$ cat src/rtl/pipeline_run_ctrl.sv
// Run/step sequencer for the five-stage pipeline: global stage enable, halt drain, executed-cycle counter.
// Optional RUN-mode watchdog is built when RUN_CTRL_WATCHDOG_EN is defined.
module pipeline_run_ctrl #(
    parameter int DRAIN_CYCLES    = 4,
    parameter int NB_CYCLE_CNT    = 32,
    parameter int WATCHDOG_CYCLES = 1000000
) (
    input  logic                    i_clock,
    input  logic                    i_reset,
    input  logic                    i_start,
    input  logic                    i_step,
    input  logic                    i_abort,
    input  logic                    i_halt_detected,
    output logic                    o_enable,
    output logic                    o_halt_fetch,
    output logic                    o_busy,
    output logic                    o_done,
    output logic                    o_timeout,
    output logic [2:0]              o_state,
    output logic [NB_CYCLE_CNT-1:0] o_cycle_count
);

    localparam logic [2:0] ST_IDLE  = 3'd0;
    localparam logic [2:0] ST_RUN   = 3'd1;
    localparam logic [2:0] ST_STEP  = 3'd2;
    localparam logic [2:0] ST_DRAIN = 3'd3;
    localparam logic [2:0] ST_DONE  = 3'd4;

    localparam int              DC_W       = (DRAIN_CYCLES > 1) ? $clog2(DRAIN_CYCLES) : 1;
    localparam logic [DC_W-1:0] DRAIN_LOAD = DC_W'(DRAIN_CYCLES - 1);

    logic [2:0]              state_reg;
    logic [2:0]              state_next;
    logic [DC_W-1:0]         drain_cnt_reg;
    logic [NB_CYCLE_CNT-1:0] cycle_cnt_reg;
    logic                    wd_hit;
    logic                    leave_done;

    assign leave_done = (state_reg == ST_DONE) && i_abort;

    always_ff @(posedge i_clock or posedge i_reset) begin
        if (i_reset) begin
            state_reg <= ST_IDLE;
        end else begin
            state_reg <= state_next;
        end
    end

    always_comb begin
        state_next = state_reg;
        case (state_reg)
            ST_IDLE: begin
                if (i_start) begin
                    state_next = ST_RUN;
                end else if (i_step) begin
                    state_next = ST_STEP;
                end
            end
            ST_RUN: begin
                if (i_abort) begin
                    state_next = ST_IDLE;
                end else if (i_halt_detected || wd_hit) begin
                    state_next = ST_DRAIN;
                end
            end
            ST_STEP: begin
                if (i_abort) begin
                    state_next = ST_IDLE;
                end else if (i_halt_detected) begin
                    state_next = ST_DRAIN;
                end else begin
                    state_next = ST_IDLE;
                end
            end
            ST_DRAIN: begin
                if (i_abort) begin
                    state_next = ST_IDLE;
                end else if (drain_cnt_reg == '0) begin
                    state_next = ST_DONE;
                end
            end
            ST_DONE: begin
                if (i_abort) begin
                    state_next = ST_IDLE;
                end
            end
            default: state_next = ST_IDLE;
        endcase
    end

    always_comb begin
        o_enable      = 1'b0;
        o_halt_fetch  = 1'b0;
        o_busy        = 1'b0;
        o_done        = 1'b0;
        o_state       = state_reg;
        o_cycle_count = cycle_cnt_reg;
        case (state_reg)
            ST_RUN, ST_STEP: begin
                o_enable = 1'b1;
                o_busy   = 1'b1;
            end
            ST_DRAIN: begin
                o_enable     = 1'b1;
                o_busy       = 1'b1;
                o_halt_fetch = 1'b1;
            end
            ST_DONE: o_done = 1'b1;
            default: ;
        endcase
    end

    // Drain counter loads on any entry into DRAIN (halt from RUN/STEP or watchdog).
    always_ff @(posedge i_clock or posedge i_reset) begin
        if (i_reset) begin
            drain_cnt_reg <= '0;
            cycle_cnt_reg <= '0;
        end else begin
            if (leave_done) begin
                cycle_cnt_reg <= '0;
            end else if (o_enable) begin
                cycle_cnt_reg <= cycle_cnt_reg + NB_CYCLE_CNT'(1);
            end

            if ((state_next == ST_DRAIN) && (state_reg != ST_DRAIN)) begin
                drain_cnt_reg <= DRAIN_LOAD;
            end else if ((state_reg == ST_DRAIN) && (drain_cnt_reg != '0)) begin
                drain_cnt_reg <= drain_cnt_reg - DC_W'(1);
            end
        end
    end

`ifdef RUN_CTRL_WATCHDOG_EN
    localparam int              WD_W    = $clog2(WATCHDOG_CYCLES + 1);
    localparam logic [WD_W-1:0] WD_LAST = WD_W'(WATCHDOG_CYCLES - 1);

    logic [WD_W-1:0] wd_cnt_reg;
    logic            timeout_reg;

    // Hit on the edge that ends the WATCHDOG_CYCLES-th enabled RUN cycle.
    assign wd_hit = (wd_cnt_reg == WD_LAST);

    always_ff @(posedge i_clock or posedge i_reset) begin
        if (i_reset) begin
            wd_cnt_reg  <= '0;
            timeout_reg <= 1'b0;
        end else begin
            if ((state_reg == ST_IDLE) && (state_next == ST_RUN)) begin
                wd_cnt_reg <= '0;
            end else if ((state_reg == ST_RUN) && !wd_hit) begin
                wd_cnt_reg <= wd_cnt_reg + WD_W'(1);
            end

            if ((state_reg == ST_RUN) && (state_next == ST_DRAIN) && !i_halt_detected) begin
                timeout_reg <= 1'b1;
            end else if (leave_done) begin
                timeout_reg <= 1'b0;
            end
        end
    end

    assign o_timeout = timeout_reg;
`else
    assign wd_hit    = 1'b0;
    assign o_timeout = 1'b0;
`endif

endmodule
$ cat config.mk
export PLATFORM = sky130hd
export DESIGN_NAME = pipeline_run_ctrl
export DESIGN_NICKNAME = d
export VERILOG_FILES = /design/src/rtl/pipeline_run_ctrl.sv
export SDC_FILE = /design/constraint.sdc
export NUM_CORES = 1
export LEC_CHECK = 0
export BUFFER_PORTS_ARGS = -buffer_cell sky130_fd_sc_hd__buf_2
export CORE_UTILIZATION = 25
export CTS_CLUSTER_DIAMETER = 50
export CTS_CLUSTER_SIZE = 12
export DETAILED_ROUTE_END_ITERATION = 10
export SLEW_MARGIN = 30
export SYNTH_ARGS = -nofsm -noshare
export SYNTH_HDL_FRONTEND = slang
export SYNTH_SLANG_ARGS = --single-unit
$ cat constraint.sdc
create_clock -name i_clock -period 1.8 [get_ports i_clock]
set_input_delay 0.27 -clock i_clock [delete_from_list [all_inputs] [get_ports i_clock]]
set_output_delay 0.27 -clock i_clock [all_outputs]
set_load 0.05 [all_outputs]
After elaboration in Yosys (flattened, before gate mapping)
Cells that the tools add are included.
{ "totals": {"register_bits": 37, "inputBits": 6, "out_inout_bits": 40, "wordCells": 37} }
{ "op_classes": {"addsub": 2, "n_eq_ne": 6, "n_mux": 17, "n_reduce_logical": 9} }
{ "ops": {"columns": ["cell", "n"], "rows": [
  ["2-to-1 mux 32 bit", 2],
  ["adder 32 x 1 -> 32 bit (second input constant)", 1],
  ["2-to-1 mux 3 bit", 7],
  ["case mux 3 bit (5 select lines)", 1],
  ["equality test 3 x 2 -> 1 bit (second input constant)", 3],
  ["2-to-1 mux 2 bit", 4],
  ["nonzero test 2 bit", 3],
  ["equality test 3 x 1 -> 1 bit (second input constant)", 1],
  ["equality test 3 bit (second input constant)", 1],
  ["logical AND 1 bit", 3],
  ["zero test 3 bit", 1],
  ["2-to-1 mux 1 bit", 3],
  ["inequality test 3 x 2 -> 1 bit (second input constant)", 1],
  ["OR reduction 3 bit", 1],
  ["zero test 2 bit", 1],
  ["subtractor 2 x 1 -> 2 bit (second input constant)", 1]
]} }

Logic depth before layout (Yosys ltp)
Gate-level depths: netlist (run 1).
{ "depth": {"depth_word": 7, "mapped_depth": 7, "mapped_depth_nobuf": 6} }

Worst setup path after synthesis (run 1)
Ideal clock, no wire load.
{ "synth_timing": {"path_type": "register to register", "start": "register state_reg[1], in the netlist o_state[1]", "end": "register cycle_cnt_reg[2], in the netlist o_cycle_count[2]", "setup_time_ns": 0.152, "arrival_time_ns": 2.310, "t_required_ns": 1.648, "setup_slack_ns": -0.662, "path_stages_with_launch": 7, "n_path_buf": 2, "synth_period_minus_slack_ns": 2.462, "path_cell_list": "dfrtp_1 -> buf_4 -> nor3b_2 -> nand2_1 -> clkbuf_1 -> nand3_1 -> o21ai_0"} }
{ "synth_between": {"elab_chain_cells": 4, "elab_cells_between_ends": 9} }
{ "synth_rtl": {"columns": ["element", "line", "source"], "rows": [
  ["from (decl)", "32", "logic [2:0] state_reg;"],
  ["from (signal assigned)", "45", "state_reg <= state_next;"],
  ["equality test 3 x 2 -> 1 bit or equality test 3 x 1 -> 1 bit (tied branches)", "98", "case (state_reg)"],
  ["OR reduction 3 bit (no source line)", null, null],
  ["2-to-1 mux 1 bit", "98", null],
  ["nonzero test 2 bit (no source line)", null, null],
  ["to (signal assigned)", "122", "cycle_cnt_reg <= cycle_cnt_reg + NB_CYCLE_CNT'(1);"],
  ["to (decl)", "35", "logic [NB_CYCLE_CNT-1:0] cycle_cnt_reg;"]
]} }
Several ways; a longest one is shown, not always the timed one.
A chain may end at the register's enable or synchronous reset.

Worst setup path in the final report (run 1)
{ "layout_timing": {"start": "register state_reg[1], in the netlist o_state[1]", "end": "output port o_done"} }
{ "layout_between": {"elab_chain_cells": 2} }
{ "layout_rtl": {"columns": ["element", "line", "source"], "rows": [
  ["equality test 3 bit", "98", null],
  ["2-to-1 mux 1 bit", "98", null],
  ["to (decl)", "17", "output logic o_done,"]
]} }
Every way passes these cells.

==> results.txt, run 1 <==
----------------------------------------------------
[Status]
  Result of the run ... completed

[Die]
  Die outline width ... 93.1 um
  Standard-cell row count ... 32
  Starting Density ... 26.3%
  Number of top-level design ports ... 46
  Core region area ... 7890 um^2
  Vertical extent of the die ... 93.1 um
  Die area ... 8670 um^2

[Logic synthesis]
  Complex-gate fraction of the synthesized area ... 8.44%
  Area share of xor/xnor cells in the synthesized design ... 1.27%
  Mapped cell area ... 2080 um^2
  Nets in the synthesized netlist ... 235
  Leading cell types by total area after synthesis ... sky130_fd_sc_hd__dfrtp_1, sky130_fd_sc_hd__mux2i_1, sky130_fd_sc_hd__nand2_1, sky130_fd_sc_hd__nand3_1, sky130_fd_sc_hd__nand4_1
  Synth Flop Type ... sky130_fd_sc_hd__dfrtp_1
  Fraction of the yosys area taken by sequential cells ... 44.6%
  Distinct cell type count of the synthesized netlist ... 36
  Area share of fa/ha/maj cells after synthesis ... 1.21%
  Syn Area/Cell ... 9.14 um^2
  Share of flip-flops with an asynchronous set or reset ... 100%
  Simple-Gate Fraction of Synth Area ... 30.2%
  EDFF count, synth ... 0
  Leading post-synthesis cells by instance count ... sky130_fd_sc_hd__nand2_1, sky130_fd_sc_hd__dfrtp_1, sky130_fd_sc_hd__nand3_1, sky130_fd_sc_hd__mux2i_1, sky130_fd_sc_hd__nand4_1
  Portion of synthesized cell area occupied by the leading cell type ... 44.6%
  Synthesis-stage register bit count ... 37
  Total of warnings raised by yosys ... 0
  Most frequent cell after synthesis ... sky130_fd_sc_hd__nand2_1
  Gate Count Post-Synth ... 227
  Share of synthesized area spent on multiplexers ... 10.1%
  Library cell with the largest summed area after synthesis ... sky130_fd_sc_hd__dfrtp_1
  Largest family of logic cells by synthesized area ... simple AND/OR/NAND/NOR gates

[Finish]
  Final design area excluding fillers ... 2600 um^2
  Antenna Cells ... 0
  Area growth syn-to-layout ... 25.4%
  Number of flip-flops under the largest register name ... 32
  Final net count ... 289
  Layout cells sized above 1 ... 30.1%

[Timing]
  RSZ-0062 raised after global routing ... false
  Finish-stage setup viols ... 0
  Total negative slack for setup checks ... 0 ns
  Max frequency ... 593 MHz
  Post-route fraction of the period consumed by the critical path ... 93.7%
  Minimum clock period ... 1.69 ns
  Final number of hold-violating endpoints ... 0
  Total count of max-transition violations in the final report ... 0
  Largest clock skew in the final design ... 0.00950 ns

[Worst setup path]
  Critical Path Sink Type ... output port
  WP buf/inv ... 2
  Crit path kind ... reg2out
  Critical Path RT ... 1.53 ns
  CP top delay family ... flip-flops
  Maximum fanout along the worst path ... 8
  Cell repeated most along the worst path ... sky130_fd_sc_hd__buf_4
  Startpoint Class ... register
  Signal arrival time at the worst endpoint ... 1.42 ns
  Cell with the largest stage delay on the worst path ... sky130_fd_sc_hd__dfrtp_2
  Series of cell instances along the critical path ... buf_4 -> nor3b_4 -> buf_4
  Largest stage delay on the critical path ... 0.43 ns

[Clocking]
  Clock root buffer ... sky130_fd_sc_hd__clkbuf_8
  # H-tree levels ... 2
  Skew-Pair Late Insertion Delay ... 0.29 ns
  Clock tree sinks ... 37
  Num CTS Buffers ... 5
  Clock-pin slew on the worst setup and hold paths ... 0.08 ns
  Clock tree from TritonCTS ... built
  Clock Path Buffers ... 2

[GRT]
  Number of antenna violations at the first check in global routing ... 0
  Vias in the first global route ... 1702
  Remaining Overflow, GRT ... 0
  First-pass GRT wire length ... 8450 um
  Global Route Usage Sum ... 12.6%
  Maximum number of pins on one net before global-route repair ... 38

[Placed design]
  RePlAce Congestion ... 0.785
  DP Area ... 2480 um^2
  Post-detail-place hpwl ... 3670 um
  IO Port Bufs ... 44

[Detailed routing]
  Detailed-route via count ... 1810
  Total length of routed wires ... 5080 um
  Remaining design rule violation count ... 0
  Number of search-and-repair iterations in the first detailed-routing pass ... 4
  Initial detailed-routing violation count ... 96
  Post-route antenna net violation count ... 0
  Post-detailed-route via-to-cell ratio ... 4.71
  Average wire per cell in the routed design ... 13.2 um

[Pwr]
  Combinational fraction of design power ... 52.4%
  Switching Fraction ... 54.5%
  Sw power ... 0.00255 W
  Sequential group share of total power ... 33.6%
  IR Drop Worst-Case VDD ... 0.706 mV
  Power per standard cell area ... 1800 nW/um^2
  Int Power ... 0.00213 W
  Leakage component of the power ... 1.29 nW
  Clock network fraction of design power ... 14.0%

[Run]
  Max-cap violation count ... 0

[Min path]
  Class of the tightest hold or removal check ... in2async

----------------------------------------------------
[area by class of cell]
type	instances	area, um^2
well taps	102	128
inverters	8	30.0
flip-flops and latches	37	938
clock buffers	7	96.3
clock inverters	1	5.00
multi-input cells	173	1090
fillers	804	5280
repair buffers	56	313
[final timing paths]
kind,start,to,slack (ns),depth (start not counted)
worst max-delay path,o_state[1],o_done,0.11,3
worst min-delay path,i_reset,o_cycle_count[13],0.08,3
worst max register to register,o_cycle_count[2],o_cycle_count[11],0.13,4
worst min register to register,o_cycle_count[31],o_cycle_count[31],0.47,1
max in group asynchronous,i_reset,o_cycle_count[8],1.34,3
min in group i_clock,i_abort,o_state[2],0.23,2
[per-stage QoR]
| stage | power, W | worst slack, ns | cells | util, % | hold WS (ns) |
|---|---|---|---|---|---|
| after CTS | 0.00472 | 0.0329 | 384 | 32.9 | 0.108 |
| after floorplan | 0.00345 | -0.163 | 227 | - | 0.435 |
| after global placement | 0.00398 | 0.132 | 374 | 31.4 | 0.425 |
| after global routing | 0.00500 | 0.00341 | 384 | 33.0 | 0.148 |
| final | 0.00468 | 0.114 | 384 | 33.0 | 0.0823 |
| after detailed placement | 0.00401 | 0.132 | 374 | 31.4 | 0.424 |
[what timing repair did]
item | CTS | global route
setup endpoints to repair | 2 | 3
gates resized for setup | 0 | 3
hold buffers | 0 | 0
pin swaps | 1 | 1
hold endpoints to repair | 0 | 0
buffers inserted | 2 | 0
[routing by layer]
metal	part of all wire [%]	global-route usage, %	up-vias
li1	-	-	928
met1	50	17.0	845
met2	45	19.2	30
met3	3.7	3.33	7
met4	1.5	4.62	0
met5	0	0	-
[worst register-to-register path, stage by stage (launching register included)]
cell and delay [ns]:
sky130_fd_sc_hd__dfrtp_1 0.49, sky130_fd_sc_hd__nand3_2 0.16, sky130_fd_sc_hd__or3_4 0.43, sky130_fd_sc_hd__or3_1 0.36, sky130_fd_sc_hd__a21boi_1 0.17
[power by group through the flow]
stage | registers (W) | clock network (W) | logic, W
global placement | 0.00158 | 0 | 0.00240
CTS | 0.00158 | 0.000678 | 0.00247
global route | 0.00165 | 0.000709 | 0.00264
floorplan | 0.00242 | 0 | 0.00102
detailed placement | 0.00159 | 0 | 0.00242
finish | 0.00157 | 0.000655 | 0.00246
[layout by cell type (no fill, tap or decap), types with 2 or more instances in the layout]
cell type / count
sky130_fd_sc_hd__o21ai_0: 10
sky130_fd_sc_hd__ha_1: 2
sky130_fd_sc_hd__o21ai_1: 3
sky130_fd_sc_hd__nand3_1: 23
sky130_fd_sc_hd__dfrtp_2: 10
sky130_fd_sc_hd__nor2_1: 14
sky130_fd_sc_hd__and3_1: 3
sky130_fd_sc_hd__dfrtp_1: 27
sky130_fd_sc_hd__mux2i_1: 21
sky130_fd_sc_hd__clkbuf_8: 7
sky130_fd_sc_hd__a21oi_1: 5
sky130_fd_sc_hd__buf_2: 43
sky130_fd_sc_hd__and2_1: 2
sky130_fd_sc_hd__or3_1: 3
sky130_fd_sc_hd__nand4_1: 16
sky130_fd_sc_hd__buf_4: 13
sky130_fd_sc_hd__nor4_4: 4
sky130_fd_sc_hd__inv_1: 7
sky130_fd_sc_hd__a31oi_1: 4
sky130_fd_sc_hd__xnor2_1: 2
sky130_fd_sc_hd__nor3_1: 4
sky130_fd_sc_hd__nand2_1: 41
[kinds of logic (layout without fill, tap and decap cells)]
group                      after synthesis  after routing
AOI/OAI and AO/OA                       28             28
xor gates and xnor gates                 3              3
adders and majority gates                2              2
buffers and inverters                   17             72
DFF                                     37             37
muxes                                   21             21
other                                    1              1
and+or+nand+nor                        118            118
Power figures use the tool's default switching activity.
==> run 2, diff against run 1 <==
Settings changed: CORE_UTILIZATION 25 to 35.
==> run 2 against run 1 <==
Compared with the run above:
- global-route usage increased by 4.7 points
- critical path depth decreased by 1
- critical path type unchanged
- first-iteration DRC count increased by 13%
- clock power increased by 14%
- worst setup slack improved by 0.012 ns
- total power increased by 2.5%
- sequential power about the same
- die area decreased by 28%
- routed wire length decreased by 3.8%
- sequential share of layout area increased by 0.16 points
- cell count decreased by 7.0%
- core utilization increased by 13 points
==> results.txt, run 2 (same netlist as run 1, synthesis figures left out) <==
----------------------------------------------------
[Finish]
  Area growth syn-to-layout ... 24.9%
  Most frequent cells in the layout ... sky130_fd_sc_hd__buf_2, sky130_fd_sc_hd__nand2_1, sky130_fd_sc_hd__dfrtp_1
  Number of flip-flops under the largest register name ... 32 (unchanged)
  Layout filler cell count ... 592 (-26%)
  Most common library cell in the layout ignoring fill and taps ... sky130_fd_sc_hd__buf_2
  Util after Layout ... 46.2% (+13 points)
  Multi-input gate area ... 1080 um^2 (-0.80%)
  Final net count ... 292 (+1.0%)
  Storage cell area ... 938 um^2 (unchanged)
  Antenna Cells ... 0 (unchanged)
  Layout cells sized above 1 ... 30.5% (+0.38 points)

[Clocking]
  PostCTS Resize Cnt ... 0 (unchanged)
  Skew-Pair Late Insertion Delay ... 0.29 ns (about the same)
  Postcts setup bufs ... 0 (-2)
  Num CTS Buffers ... 5 (unchanged)
  Clock root buffer ... sky130_fd_sc_hd__clkbuf_8
  Clock Path Buffers ... 2 (unchanged)
  Clock tree sinks ... 37 (unchanged)
  Clock tree from TritonCTS ... built
  # H-tree levels ... 2 (unchanged)
  Clock-pin slew on the worst setup and hold paths ... 0.08 ns (about the same)
  Cts hold-fix bufs ... 0 (unchanged)

[Timing]
  Largest clock skew in the final design ... 0.00547 ns (-0.00403 ns)
  Total count of max-transition violations in the final report ... 0 (unchanged)
  Final number of hold-violating endpoints ... 0 (unchanged)
  Total negative slack for setup checks ... 0 ns (unchanged)
  Minimum clock period ... 1.67 ns (-0.0120 ns)
  Post-route fraction of the period consumed by the critical path ... 93.0% (-0.67 points)
  Max frequency ... 597 MHz (+0.72%)
  RSZ-0062 raised after global routing ... false
  Finish-stage setup viols ... 0 (unchanged)

[Worst setup path]
  Crit path kind ... reg2out
  Signal arrival time at the worst endpoint ... 1.40 ns (-0.02 ns)
  Maximum fanout along the worst path ... 8 (unchanged)
  Critical Path Sink Type ... output port
  Critical Path RT ... 1.53 ns (about the same)
  Startpoint Class ... register

[GRT]
  Global Route Usage Sum ... 17.3% (+4.7 points)
  Maximum number of pins on one net before global-route repair ... 38 (unchanged)
  Remaining Overflow, GRT ... 0 (unchanged)
  Vias in the first global route ... 1738 (+2.1%)
  Number of antenna violations at the first check in global routing ... 0 (unchanged)
  First-pass GRT wire length ... 8390 um (-0.73%)

[Detailed routing]
  Average wire per cell in the routed design ... 13.7 um (+3.5%)
  Number of search-and-repair iterations in the first detailed-routing pass ... 4 (unchanged)
  Total length of routed wires ... 4890 um (-3.8%)
  Detailed-route via count ... 1846 (+2.0%)
  Post-detailed-route via-to-cell ratio ... 5.17 (+9.7%)
  Post-route antenna net violation count ... 0 (unchanged)
  Remaining design rule violation count ... 0 (unchanged)
  Initial detailed-routing violation count ... 108 (+13%)

[Die]
  Number of top-level design ports ... 46 (unchanged)
  Die outline width ... 79.0 um (-15%)
  Vertical extent of the die ... 79.0 um (-15%)
  Die area ... 6240 um^2 (-28%)
  Starting Density ... 37.0% (+11 points)
  Standard-cell row count ... 27 (-16%)
  Core region area ... 5610 um^2 (-29%)

[Status]
  Result of the run ... completed

[Placed design]
  IO Port Bufs ... 44 (unchanged)
  Post-detail-place hpwl ... 3500 um (-4.6%)
  RePlAce Congestion ... 0.794 (+1.1%)

[Pwr]
  Power per standard cell area ... 1850 nW/um^2 (+3.0%)
  IR Drop Worst-Case VDD ... 0.768 mV (+8.8%)
  Leakage component of the power ... 1.31 nW (+1.1%)

[Run]
  Max-cap violation count ... 0 (unchanged)

[Min path]
  Class of the tightest hold or removal check ... in2async

----------------------------------------------------
-- run 2: cell count changes in the layout (fill, tap and decap cells not counted), sizes merged --
| cell | before | now |
|---|---|---|
| bufinv | 0 | 1 |
| clkinv | 1 | 0 |
| buf | 56 | 59 |
-- run 2: layer usage --
layer,global-route usage [%],up-vias,part of all wire (%),wire (um)
li1,-,930,-,-
met2,26.8,43,46,2240
met3,4.48,2,4.4,216
met4,4.91,0,0.82,40
met5,0,-,0,0
met1,23.6,871,49,2400
-- run 2: power by group --
group	internal, W	switching (W)	leakage [nW]
registers	0.00114	0.000427	0.423
clock network	0.000452	0.000297	0.0585
logic	0.000689	0.00180	0.826
total	0.00228	0.00253	1.31
-- run 2: stage by stage --
| stage | hold WS (ns) | total power, W | std cells | setup slack, ns | area, um^2 |
|---|---|---|---|---|---|
| after floorplan | 0.435 | 0.00345 | 227 | -0.163 | 2130 |
| after global placement | 0.414 | 0.00398 | 346 | 0.155 | 2450 |
| after detailed placement | 0.416 | 0.00401 | 346 | 0.127 | 2450 |
| after CTS | 0.0990 | 0.00479 | 354 | 0.0383 | 2570 |
| after global routing | 0.120 | 0.00514 | 357 | 0.0101 | 2590 |
| final | 0.0859 | 0.00480 | 357 | 0.126 | 2590 |
-- run 2: critical path, stage by stage, from the launching register on --
cell and delay, ns:
sky130_fd_sc_hd__dfrtp_2 0.49, sky130_fd_sc_hd__nor3b_4 0.31, sky130_fd_sc_hd__buf_2 0.32
-- run 2: path summary, 6_finish.rpt --
check / from / end / slack (ns) / cells past startpoint
min: i_reset / o_cycle_count[15] / 0.09 / 3
min in group i_clock: i_abort / o_state[2] / 0.25 / 2
max reg2reg: o_state[0] / o_cycle_count[17] / 0.18 / 6
max: o_state[0] / o_done / 0.13 / 2
min reg2reg: o_cycle_count[31] / o_cycle_count[31] / 0.48 / 1
max in group asynchronous: i_reset / o_cycle_count[9] / 1.35 / 3
-- run 2: layout make-up --
class / instances / share of cell area (%)
clock inverter: 1 / 1.16
timing repair buffer: 59 / 12.8
sequential: 37 / 36.2
clock buffer: 7 / 3.33
inverter: 8 / 1.16
multi-input combinational: 173 / 41.8
tap: 72 / 3.47
==> run 3, diff against run 2 <==
Settings changed: CTS_BUF_LIST set to sky130_fd_sc_hd__clkbuf_8.
==> run 3 against run 2 <==
Compared with the run above:
- combinational power about the same
- hold slack about the same
- critical path depth unchanged
- global-route usage unchanged
- die area unchanged
- sequential power about the same
- sequential share of layout area unchanged
- design area unchanged
- sequential cell count unchanged
- largest cell class unchanged
- largest power group unchanged
==> results.txt, run 3 (same netlist as run 1, synthesis figures left out) <==
----------------------------------------------------
[Finish]
  Number of flip-flops under the largest register name ... 32 (unchanged)
  Final net count ... 292 (unchanged)
  Area growth syn-to-layout ... 24.9% (unchanged)
  Layout cells sized above 1 ... 30.5% (unchanged)
  Util after Layout ... 46.2% (unchanged)
  Most common library cell in the layout ignoring fill and taps ... sky130_fd_sc_hd__buf_2
  Antenna Cells ... 0 (unchanged)
  Most frequent cells in the layout ... sky130_fd_sc_hd__buf_2, sky130_fd_sc_hd__nand2_1, sky130_fd_sc_hd__dfrtp_1

[Timing]
  Total count of max-transition violations in the final report ... 0 (unchanged)
  Minimum clock period ... 1.67 ns (unchanged)
  Largest clock skew in the final design ... 0.00563 ns (+0.000166 ns)
  Finish-stage setup viols ... 0 (unchanged)
  RSZ-0062 raised after global routing ... false
  Max frequency ... 597 MHz (unchanged)
  Post-route fraction of the period consumed by the critical path ... 93.0% (unchanged)
  Total negative slack for setup checks ... 0 ns (unchanged)
  Final number of hold-violating endpoints ... 0 (unchanged)

[Clocking]
  Num CTS Buffers ... 5 (unchanged)
  Clock tree from TritonCTS ... built
  Clock root buffer ... sky130_fd_sc_hd__clkbuf_8
  # H-tree levels ... 2 (unchanged)
  Clock tree sinks ... 37 (unchanged)
  Postcts setup bufs ... 0 (unchanged)
  Skew-Pair Late Insertion Delay ... 0.29 ns (about the same)
  Clock-pin slew on the worst setup and hold paths ... 0.08 ns (about the same)
  Cts hold-fix bufs ... 0 (unchanged)
  Clock Path Buffers ... 2 (unchanged)
  PostCTS Resize Cnt ... 0 (unchanged)

[GRT]
  Global Route Usage Sum ... 17.3% (unchanged)
  Remaining Overflow, GRT ... 0 (unchanged)
  Vias in the first global route ... 1738 (unchanged)
  Number of antenna violations at the first check in global routing ... 0 (unchanged)
  Maximum number of pins on one net before global-route repair ... 38 (unchanged)
  First-pass GRT wire length ... 8390 um (unchanged)

[Placed design]
  Post-detail-place hpwl ... 3500 um (unchanged)
  IO Port Bufs ... 44 (unchanged)
  RePlAce Congestion ... 0.794 (unchanged)

[Detailed routing]
  Initial detailed-routing violation count ... 108 (unchanged)
  Average wire per cell in the routed design ... 13.7 um (about the same)
  Post-route antenna net violation count ... 0 (unchanged)
  Remaining design rule violation count ... 0 (unchanged)
  Total length of routed wires ... 4890 um (about the same)
  Detailed-route via count ... 1846 (unchanged)
  Post-detailed-route via-to-cell ratio ... 5.17 (unchanged)
  Number of search-and-repair iterations in the first detailed-routing pass ... 4 (unchanged)

[Worst setup path]
  Critical Path Sink Type ... output port
  Startpoint Class ... register
  Signal arrival time at the worst endpoint ... 1.40 ns (about the same)
  Crit path kind ... reg2out
  Reg2reg path depth ... 6 (unchanged)
  Critical Path RT ... 1.53 ns (about the same)
  Maximum fanout along the worst path ... 8 (unchanged)

[Die]
  Core region area ... 5610 um^2 (unchanged)
  Die outline width ... 79.0 um (unchanged)
  Vertical extent of the die ... 79.0 um (unchanged)
  Standard-cell row count ... 27 (unchanged)
  Die area ... 6240 um^2 (unchanged)
  Number of top-level design ports ... 46 (unchanged)
  Starting Density ... 37.0% (unchanged)

[Pwr]
  Total power after layout ... 0.00480 W (-0.11%)
  IR Drop Worst-Case VDD ... 0.768 mV (about the same)
  Leakage component of the power ... 1.31 nW (+0.32%)
  Power per standard cell area ... 1850 nW/um^2 (-0.11%)

[Min path]
  Class of the tightest hold or removal check ... in2async

[Run]
  Max-cap violation count ... 0 (unchanged)

[Status]
  Result of the run ... completed

----------------------------------------------------
[run 3: cell count changes in the layout (fill, tap and decap cells not counted), sizes merged]
| cell | change |
|---|---|
| inv | +1 |
| clkbuf | -1 |
[run 3: path summary, 6_finish.rpt]
check	from	endpoint	slack [ns]
worst min register to register	o_cycle_count[31]	o_cycle_count[31]	0.48
min in group i_clock	i_abort	o_state[2]	0.25
worst min-delay path	i_reset	o_cycle_count[15]	0.09
worst max-delay path	o_state[0]	o_done	0.13
max in group asynchronous	i_reset	o_cycle_count[9]	1.35
worst max register to register	o_state[0]	o_cycle_count[17]	0.18
[run 3: cell type report]
| type | count | area, um^2 |
|---|---|---|
| clock buffer | 6 | 82.6 |
| clock inverter | 2 | 33.8 |
| fill | 592 | 3020 |
| inverter | 8 | 30.0 |
| multi-input combinational | 173 | 1080 |
| sequential | 37 | 938 |
| tap | 72 | 90.1 |
| timing repair buffer | 59 | 333 |
[run 3: critical path, cell delays in order (launching register included)]
cell                      delay [ns]
sky130_fd_sc_hd__dfrtp_2        0.49
sky130_fd_sc_hd__nor3b_4        0.31
sky130_fd_sc_hd__buf_2          0.32
[run 3: through the flow]
step,hold slack [ns],area (um^2),cells,setup slack (ns)
finish,0.0856,2590,357,0.126
global route,0.120,2590,357,0.00995
CTS,0.0987,2570,354,0.0383
detailed placement,0.416,2450,346,0.127
global placement,0.414,2450,346,0.155
floorplan,0.435,2130,227,-0.163
[run 3: where the power goes]
| part | leakage (nW) | switching, W | internal [W] | total (W) |
|---|---|---|---|---|
| combinational | 0.826 | 0.00180 | 0.000689 | 0.00249 |
| sequential | 0.423 | 0.000427 | 0.00114 | 0.00156 |
| clock | 0.0626 | 0.000297 | 0.000446 | 0.000743 |
| total | 1.31 | 0.00253 | 0.00227 | 0.00480 |
[run 3: per-layer routing]
layer | share of wire (%) | GRT usage [%]
met5 | 0 | 0
met4 | 0.82 | 4.91
met3 | 4.4 | 4.48
met2 | 46 | 26.8
met1 | 49 | 23.6
